==> src/rtl/uart_rx.sv <==
// uart_rx: oversampled UART receiver, 1 start bit, DATA_LENGTH data bits
// (LSB first), 1 stop bit, no parity.
// Ports:
//   clk       - clock, all state updates on the rising edge
//   rst       - asynchronous active-high reset
//   rx        - asynchronous serial input, idle high
//   dout      - last correctly framed data word
//   rx_valid  - one-cycle pulse, dout updated on the same edge
//   rx_busy   - high while a frame is in progress
//   frame_err - one-cycle pulse when the stop bit is sampled low
module uart_rx #(
   parameter int unsigned DATA_LENGTH = 8,
   parameter int unsigned OVERSAMPLE  = 16
) (
   input  logic                   clk,
   input  logic                   rst,
   input  logic                   rx,
   output logic [DATA_LENGTH-1:0] dout,
   output logic                   rx_valid,
   output logic                   rx_busy,
   output logic                   frame_err
);

   localparam int unsigned TICK_W = $clog2(OVERSAMPLE);
   localparam int unsigned BIT_W  = $clog2(DATA_LENGTH) + 1;
   localparam logic [TICK_W-1:0] TICK_MID = TICK_W'(OVERSAMPLE / 2 - 1);
   localparam logic [TICK_W-1:0] TICK_END = TICK_W'(OVERSAMPLE - 1);
   localparam logic [BIT_W-1:0]  BIT_LAST = BIT_W'(DATA_LENGTH - 1);

   typedef enum logic [1:0] {IDLE, START, DATA, STOP} state_t;

   state_t                 state, state_nxt;
   logic                   rx_meta, rx_s, rx_d;
   logic [TICK_W-1:0]      tick, tick_nxt;
   logic [BIT_W-1:0]       bit_cnt, bit_cnt_nxt;
   logic [DATA_LENGTH-1:0] shift, shift_nxt;
   logic [DATA_LENGTH-1:0] dout_nxt;
   logic                   rx_valid_nxt, frame_err_nxt;

   // Two-flop synchronizer plus one delayed copy for falling-edge detection
   always_ff @(posedge clk or posedge rst) begin
      if (rst) begin
         rx_meta <= 1'b1;
         rx_s    <= 1'b1;
         rx_d    <= 1'b1;
      end else begin
         rx_meta <= rx;
         rx_s    <= rx_meta;
         rx_d    <= rx_s;
      end
   end

   // State, counters and registered outputs
   always_ff @(posedge clk or posedge rst) begin
      if (rst) begin
         state     <= IDLE;
         tick      <= '0;
         bit_cnt   <= '0;
         shift     <= '0;
         dout      <= '0;
         rx_valid  <= 1'b0;
         frame_err <= 1'b0;
         rx_busy   <= 1'b0;
      end else begin
         state     <= state_nxt;
         tick      <= tick_nxt;
         bit_cnt   <= bit_cnt_nxt;
         shift     <= shift_nxt;
         dout      <= dout_nxt;
         rx_valid  <= rx_valid_nxt;
         frame_err <= frame_err_nxt;
         rx_busy   <= (state_nxt != IDLE);
      end
   end

   // Next-state and output decode
   always_comb begin
      state_nxt     = state;
      tick_nxt      = tick;
      bit_cnt_nxt   = bit_cnt;
      shift_nxt     = shift;
      dout_nxt      = dout;
      rx_valid_nxt  = 1'b0;
      frame_err_nxt = 1'b0;

      unique case (state)
         IDLE: begin
            tick_nxt = '0;
            // Only a high-to-low transition starts a frame, so a held-low
            // line (break) stays idle until it rises and falls again.
            if (!rx_s && rx_d) begin
               state_nxt   = START;
               bit_cnt_nxt = '0;
            end
         end
         START: begin
            if (tick == TICK_MID) begin
               tick_nxt  = '0;
               state_nxt = rx_s ? IDLE : DATA;
            end else begin
               tick_nxt = tick + TICK_W'(1);
            end
         end
         DATA: begin
            if (tick == TICK_END) begin
               tick_nxt    = '0;
               shift_nxt   = {rx_s, shift[DATA_LENGTH-1:1]};
               bit_cnt_nxt = bit_cnt + BIT_W'(1);
               if (bit_cnt == BIT_LAST) begin
                  state_nxt = STOP;
               end
            end else begin
               tick_nxt = tick + TICK_W'(1);
            end
         end
         STOP: begin
            if (tick == TICK_END) begin
               tick_nxt  = '0;
               state_nxt = IDLE;
               if (rx_s) begin
                  dout_nxt     = shift;
                  rx_valid_nxt = 1'b1;
               end else begin
                  frame_err_nxt = 1'b1;
               end
            end else begin
               tick_nxt = tick + TICK_W'(1);
            end
         end
         default: state_nxt = IDLE;
      endcase
   end

endmodule

==> config.mk <==
export PLATFORM = sky130hd
export DESIGN_NAME = uart_rx
export DESIGN_NICKNAME = d
export VERILOG_FILES = /design/src/rtl/uart_rx.sv
export SDC_FILE = /design/constraint.sdc
export NUM_CORES = 1
export LEC_CHECK = 0
export ABC_CLOCK_PERIOD_IN_PS = 1920
export CAP_MARGIN = 20
export CORE_ASPECT_RATIO = 1.2
export CORE_MARGIN = 2
export CORE_UTILIZATION = 45
export DETAILED_ROUTE_END_ITERATION = 12
export PLACE_DENSITY = 0.7
export SLEW_MARGIN = 20
export SYNTH_ARGS = -nofsm -noshare
export SYNTH_HDL_FRONTEND = slang
export SYNTH_SLANG_ARGS = --single-unit
==> constraint.sdc <==
create_clock -name clk -period 1.92 [get_ports clk]
set_clock_uncertainty 0.15 [all_clocks]
set_input_delay 0.48 -clock clk [delete_from_list [all_inputs] [get_ports clk]]
set_output_delay 0.48 -clock clk [all_outputs]
set_load 0.01 [all_outputs]
=== Word-level counts from Yosys, hierarchy flattened ===
Cells that the tools add are included.

* Output and inout port bits: 11
* RAM bits: 0
* Memories: 0
* Bits in read-only memories: 0
* Bits in latches: 0
* Word-level logic and storage cells: 49
* Register bits after elaboration: 32
* Input port bits: 3

* Shift operators: 0
* Mux-type cells: 19
* Eq/ne operators: 8
* Reduce and logical (&&, ||, !) cells: 9
* Div/mod/pow operators: 0
* Bitwise logic cells: 0
* $lt $le $gt $ge: 0
* $add $sub $neg: 2
* Multiply operators: 0

{| class="wikitable"
|+ Operator list
! cell !! count
|-
| 2-to-1 mux 4 bit || 4
|-
| 2-to-1 mux 2 bit || 6
|-
| one-hot mux 4 bit (3 select lines) || 1
|-
| adder 4 x 1 -> 4 bit, second input constant || 2
|-
| == test 4 x 3 -> 1 bit, second input constant || 2
|-
| one-hot mux 2 bit (4 select lines) || 1
|-
| one-hot mux 4 bit (2 select lines) || 1
|-
| 2-to-1 mux 1 bit || 6
|-
| AND reduction 3 bit || 2
|-
| == test 2 bit, second input constant || 2
|-
| == test 4 bit, second input constant || 1
|-
| != test 2 bit, second input constant || 2
|-
| nonzero test 2 bit || 2
|-
| == test 2 x 1 -> 1 bit, second input constant || 1
|-
| zero test 2 bit || 1
|-
| AND reduction 2 bit || 1
|-
| OR reduction 2 bit || 1
|-
| logical AND 1 bit || 1
|-
| zero test 1 bit || 1
|}

=== Longest topological paths before layout ===
* Depth after elaboration: 5
* Mapped depth: 6

=== Least setup slack after synthesis ===
OpenSTA, ideal clock, no wires.

* Kind: register to register
* Start: register tick[0]
* End: register dout[0]
* Required time: 1645 ps
* Arrival: 1522 ps
* Path slack: 123 ps
* Stages on the path, launching flop included: 7
* Cells stage by stage: dfrtp_1 > ha_1 > buf_6 > and4_1 > buf_4 > nand3_4 > mux2_4

* Word-level cells in the longest chain between the ends: 2

{| class="wikitable"
|+ Ends and longest elaborated chain
! element !! RTL line !! RTL
|-
| start, declared || 34 || <nowiki>logic [TICK_W-1:0] tick, tick_nxt;</nowiki>
|-
| start signal, assigned || 66 || <nowiki>tick <= tick_nxt;</nowiki>
|-
| == test 4 bit || 117 || <nowiki>if (tick == TICK_END) begin</nowiki>
|-
| AND reduction 3 bit (no line) || -- ||
|-
| end signal, assigned || 69 || <nowiki>dout <= dout_nxt;</nowiki>
|-
| end, declared || 18 || <nowiki>output logic [DATA_LENGTH-1:0] dout,</nowiki>
|}

No other way between the ends.
A chain may end at the register's enable or synchronous reset.

=== Worst setup path in the final report ===
* Start: register rx_valid
* End: output rx_valid

{| class="wikitable"
|+ RTL lines
! element !! RTL line !! RTL
|-
| start, declared || 19 || <nowiki>output logic rx_valid,</nowiki>
|-
| start signal, assigned || 70 || <nowiki>rx_valid <= rx_valid_nxt;</nowiki>
|}

No word-level cell between the ends.

==> results.md <==
- Largest family of logic cells by synthesized area: multiplexers
- Place WS: 73.0 ps
- Final setup viols: 0
- #FFs+latches synth: 32
- Hold wc startpoint: rx_meta
- Clock power share: 29.4%
- Vias per inst: 5.35
- Routed len/inst: 14.6 um
- Reg2Reg Setup Slack: 100 ps
- Fin. Hold Viols: 0
- Lkg Pwr: 0.933 nW
- Worst reg2reg path depth: 5
- Initial antenna violation count: 0
- Slew @ Worst Pin: 314 ps
- Max Slew Vio Count: 0
- Post-synthesis mux area share: 15.7%
- Crit path required time: 1290 ps
- Layout cells sized above 1: 23.3%
- Mapped Cells: 101
- Area Overhead vs Synth: 19.5%
- Worst setup EP type: output pin
- Ant. Diodes: 0
- R2R Path Start: tick[0]
- Crit Path Max Fanout: 1
- CTS buffer count: 5
- Worst skew pair latency: 330 ps
- Largest net degree at the start of global routing: 33
- Ys Warns: 0
- Root Driver: clkbuf_4
- Crit path from: rx_valid
- Final Cycle Share: 94.8%
- Gr usage total: 15.9%
- Gr ovfl total: 0
- Status: completed
- Reg power frac: 48.6%
- Mapped Area: 0.00140 mm2
- I/O pins: 14
- Routed Wire Length: 2270 um
- Core area: 0.00303 mm2
- Sink Count: 32
- Max Buffers Root-to-Sink: 2
- Post-Synth XOR/XNOR Area: 1.25%
- Worst R2R End: bit_cnt[3]
- WP buf/inv: 1
- P_int: 1.19 mW
- HPWL after detailed placement: 1590 um
- Global-route wire length before repair: 4000 um
- Detail Route Antenna Nets: 0
- Worst-path clk slew: 100 ps
- Number of global-route vias before repair: 884
- IO buf count: 13
- Non-Filler Instances: 156
- RSZ-0062 raised after global routing: no
- Via count: 834
- Pre-antenna DRT Iters: 4
- Fill cells: 253
- Total Neg Setup Slack: 0 ps
- Final worst slack: 101 ps
- CP Launch Type: register
- WHS Endpoint: rx_s
- Mean post-synth cell area: 13.9 um2
- Iter 0 DRT Violations: 17
- Mapped Nets: 106
- Slowest stage cell, crit path: clkdlybuf4s50_1
- H-Tree Level Count: 2
- Post-synthesis adder-cell area fraction: 1.79%
- Cells after DPL: 148
- Critical path class: reg2out
- Post-layout util: 55.3%
- CTS Hold Bufs: 0
- Sw Pwr: 0.512 mW
- Min cycle time layout: 1820 ps
- VDD IR-drop max: 0.000594 V
- Die width: 54.9 um
- Post-synthesis simple-gate area fraction: 11.8%
- Compound-Gate Fraction of Synth Area: 7.14%
- Slowest stage delay, CP: 520 ps
- Die ar.: 0.00358 mm2
- Max-Slew Margin vs Limit: 79.1%
- Die Span Y: 65.1 um
- HP Class: reg2reg
- Distinct cells, synth: 40
- Pwr Density: 1020 mW/mm2
- Register area: 805 um2
- Min-Delay Path Depth: 0
- Number of placement rows: 22
- CTS tree: yes
- CP delay by family, top: buffers and inverters
- Maxcap violations: 0
- Multi-input logic area: 533 um2
- DRC: 0
- Initial Util: 46.3%
- Arrival time worst endpoint: 1190 ps
- Max Fclk: 0.550 GHz
- Power share of the combinational group: 22.0%
- RD Place Congestion: 0.723
- Sequential share of the synthesized area: 57.4%
- Worst path cell trace: clkdlybuf4s50_1
- Nets: 124
- Switching Share: 30.1%
-- stage by stage --
stage | power (mW) | cell area, um2 | hold slack, ps
after global routing | 1.82 | 1670 | 222
after floorplan | 1.12 | 1400 | 195
final | 1.70 | 1670 | 212
after CTS | 1.72 | 1650 | 213
after detailed placement | 1.21 | 1570 | 197
after global placement | 1.18 | 1570 | 197
-- repair_timing --
action | CTS | global route
gates resized for setup | 0 | 9
setup endpoints to repair | 0 | 14
buffers inserted | 0 | 0
-- worst register-to-register path: stages (launching register included) --
cell and delay (ps):
dfrtp_1 410, ha_1 200, buf_4 170, nand4_4 160, or4_1 500, a21boi_1 150
-- routing by layer --
metal  vias up  wire (um)  track usage, %
met5         -          0               0
met1       413        986            18.6
li1        394          -               -
met4         0         62            7.93
met2        20       1100            24.7
met3         7        125            6.59
-- cells by family (layout without fill, tap and decap cells) --
| family | Yosys count | after routing |
|---|---|---|
| buffers and inverters | 11 | 30 |
| flip-flops | 32 | 32 |
| AND/OR/NAND/NOR | 22 | 22 |
| adder cells (fa/ha/maj) | 2 | 2 |
| AO/OA/AOI/OAI | 15 | 15 |
| XOR/XNOR | 2 | 2 |
| multiplexers | 17 | 17 |
-- power groups by stage --
stage,logic [mW],registers [mW],clock network [mW]
6_report,0.374,0.828,0.501
5_1_grt,0.414,0.841,0.562
4_1_cts,0.374,0.827,0.517
3_5_place_dp,0.371,0.842,0
3_3_place_gp,0.354,0.830,0
2_1_floorplan,0.306,0.813,0
-- layout by cell type, fill, tap and decap left out, types with 3 or more instances in the layout --
cell             count
dfrtp_1             29
mux2_4               8
mux2_1               8
dlymetal6s2s_1       8
clkbuf_4             5
clkdlybuf4s50_1      5
buf_4                4
inv_1                3
o211ai_1             3
o21ai_1              3
nand2_1              3
nor2_1               3
dfstp_2              3
-- final cells by class --
class | count | area share, %
sequential | 32 | 48.1
clock buffer | 6 | 2.47
tap | 36 | 2.69
timing repair buffer | 18 | 12.0
inverter | 4 | 0.897
clock inverter | 2 | 2.09
multi-input combinational | 58 | 31.8
-- synth_stat cells --
cell / count / share of area, %
nor3_1: 1 / 0.36
nor2_1: 3 / 0.80
a311oi_1: 1 / 0.63
a22o_1: 1 / 0.63
mux2i_1: 1 / 0.71
nand2b_1: 1 / 0.45
and4b_1: 1 / 0.71
ha_1: 2 / 1.8
nand3_1: 1 / 0.36
or4b_1: 1 / 0.71
nand3_4: 1 / 1.3
mux2_1: 8 / 6.4
a21boi_1: 1 / 0.54
or4_1: 1 / 0.54
o31ai_1: 1 / 0.54
xor2_1: 1 / 0.63
buf_4: 3 / 1.6
nor3b_1: 2 / 1.1
nand3b_1: 2 / 1.1
a21oi_1: 2 / 0.71
dfrtp_1: 29 / 52
o2111ai_1: 1 / 0.63
nor2_2: 1 / 0.45
buf_2: 1 / 0.36
nand4_4: 1 / 1.5
buf_6: 2 / 1.6
mux2_4: 8 / 8.6
and4_1: 1 / 0.63
dfstp_2: 3 / 5.6
o21ai_0: 1 / 0.36
o21ai_1: 3 / 1.1
o211ai_1: 3 / 1.6
inv_1: 3 / 0.80
inv_2: 1 / 0.27
xnor2_1: 1 / 0.63
nand4_1: 1 / 0.45
nand2b_2: 1 / 0.63
clkbuf_1: 1 / 0.27
nand2_1: 3 / 0.80
a31oi_1: 1 / 0.45
-- sequential cells by signal (all words and copies together), names as in the netlist, 2 cells and up --
name	flops
bit_cnt	4
dout	8
shift	8
state	2
tick	4
-- how the worst max path moves through the flow --
stage | to | slack (ps) | cells past startpoint
after floorplan | dout[0] | 120 | 6
after global placement | shift[3] | 170 | 5
after detailed placement | shift[5] | 70 | 5
after CTS | dout[1] | 10 | 1
after global routing | bit_cnt[3] | 20 | 5
final | rx_valid | 100 | 1
No activity file was read; power rests on OpenSTA's default activity.
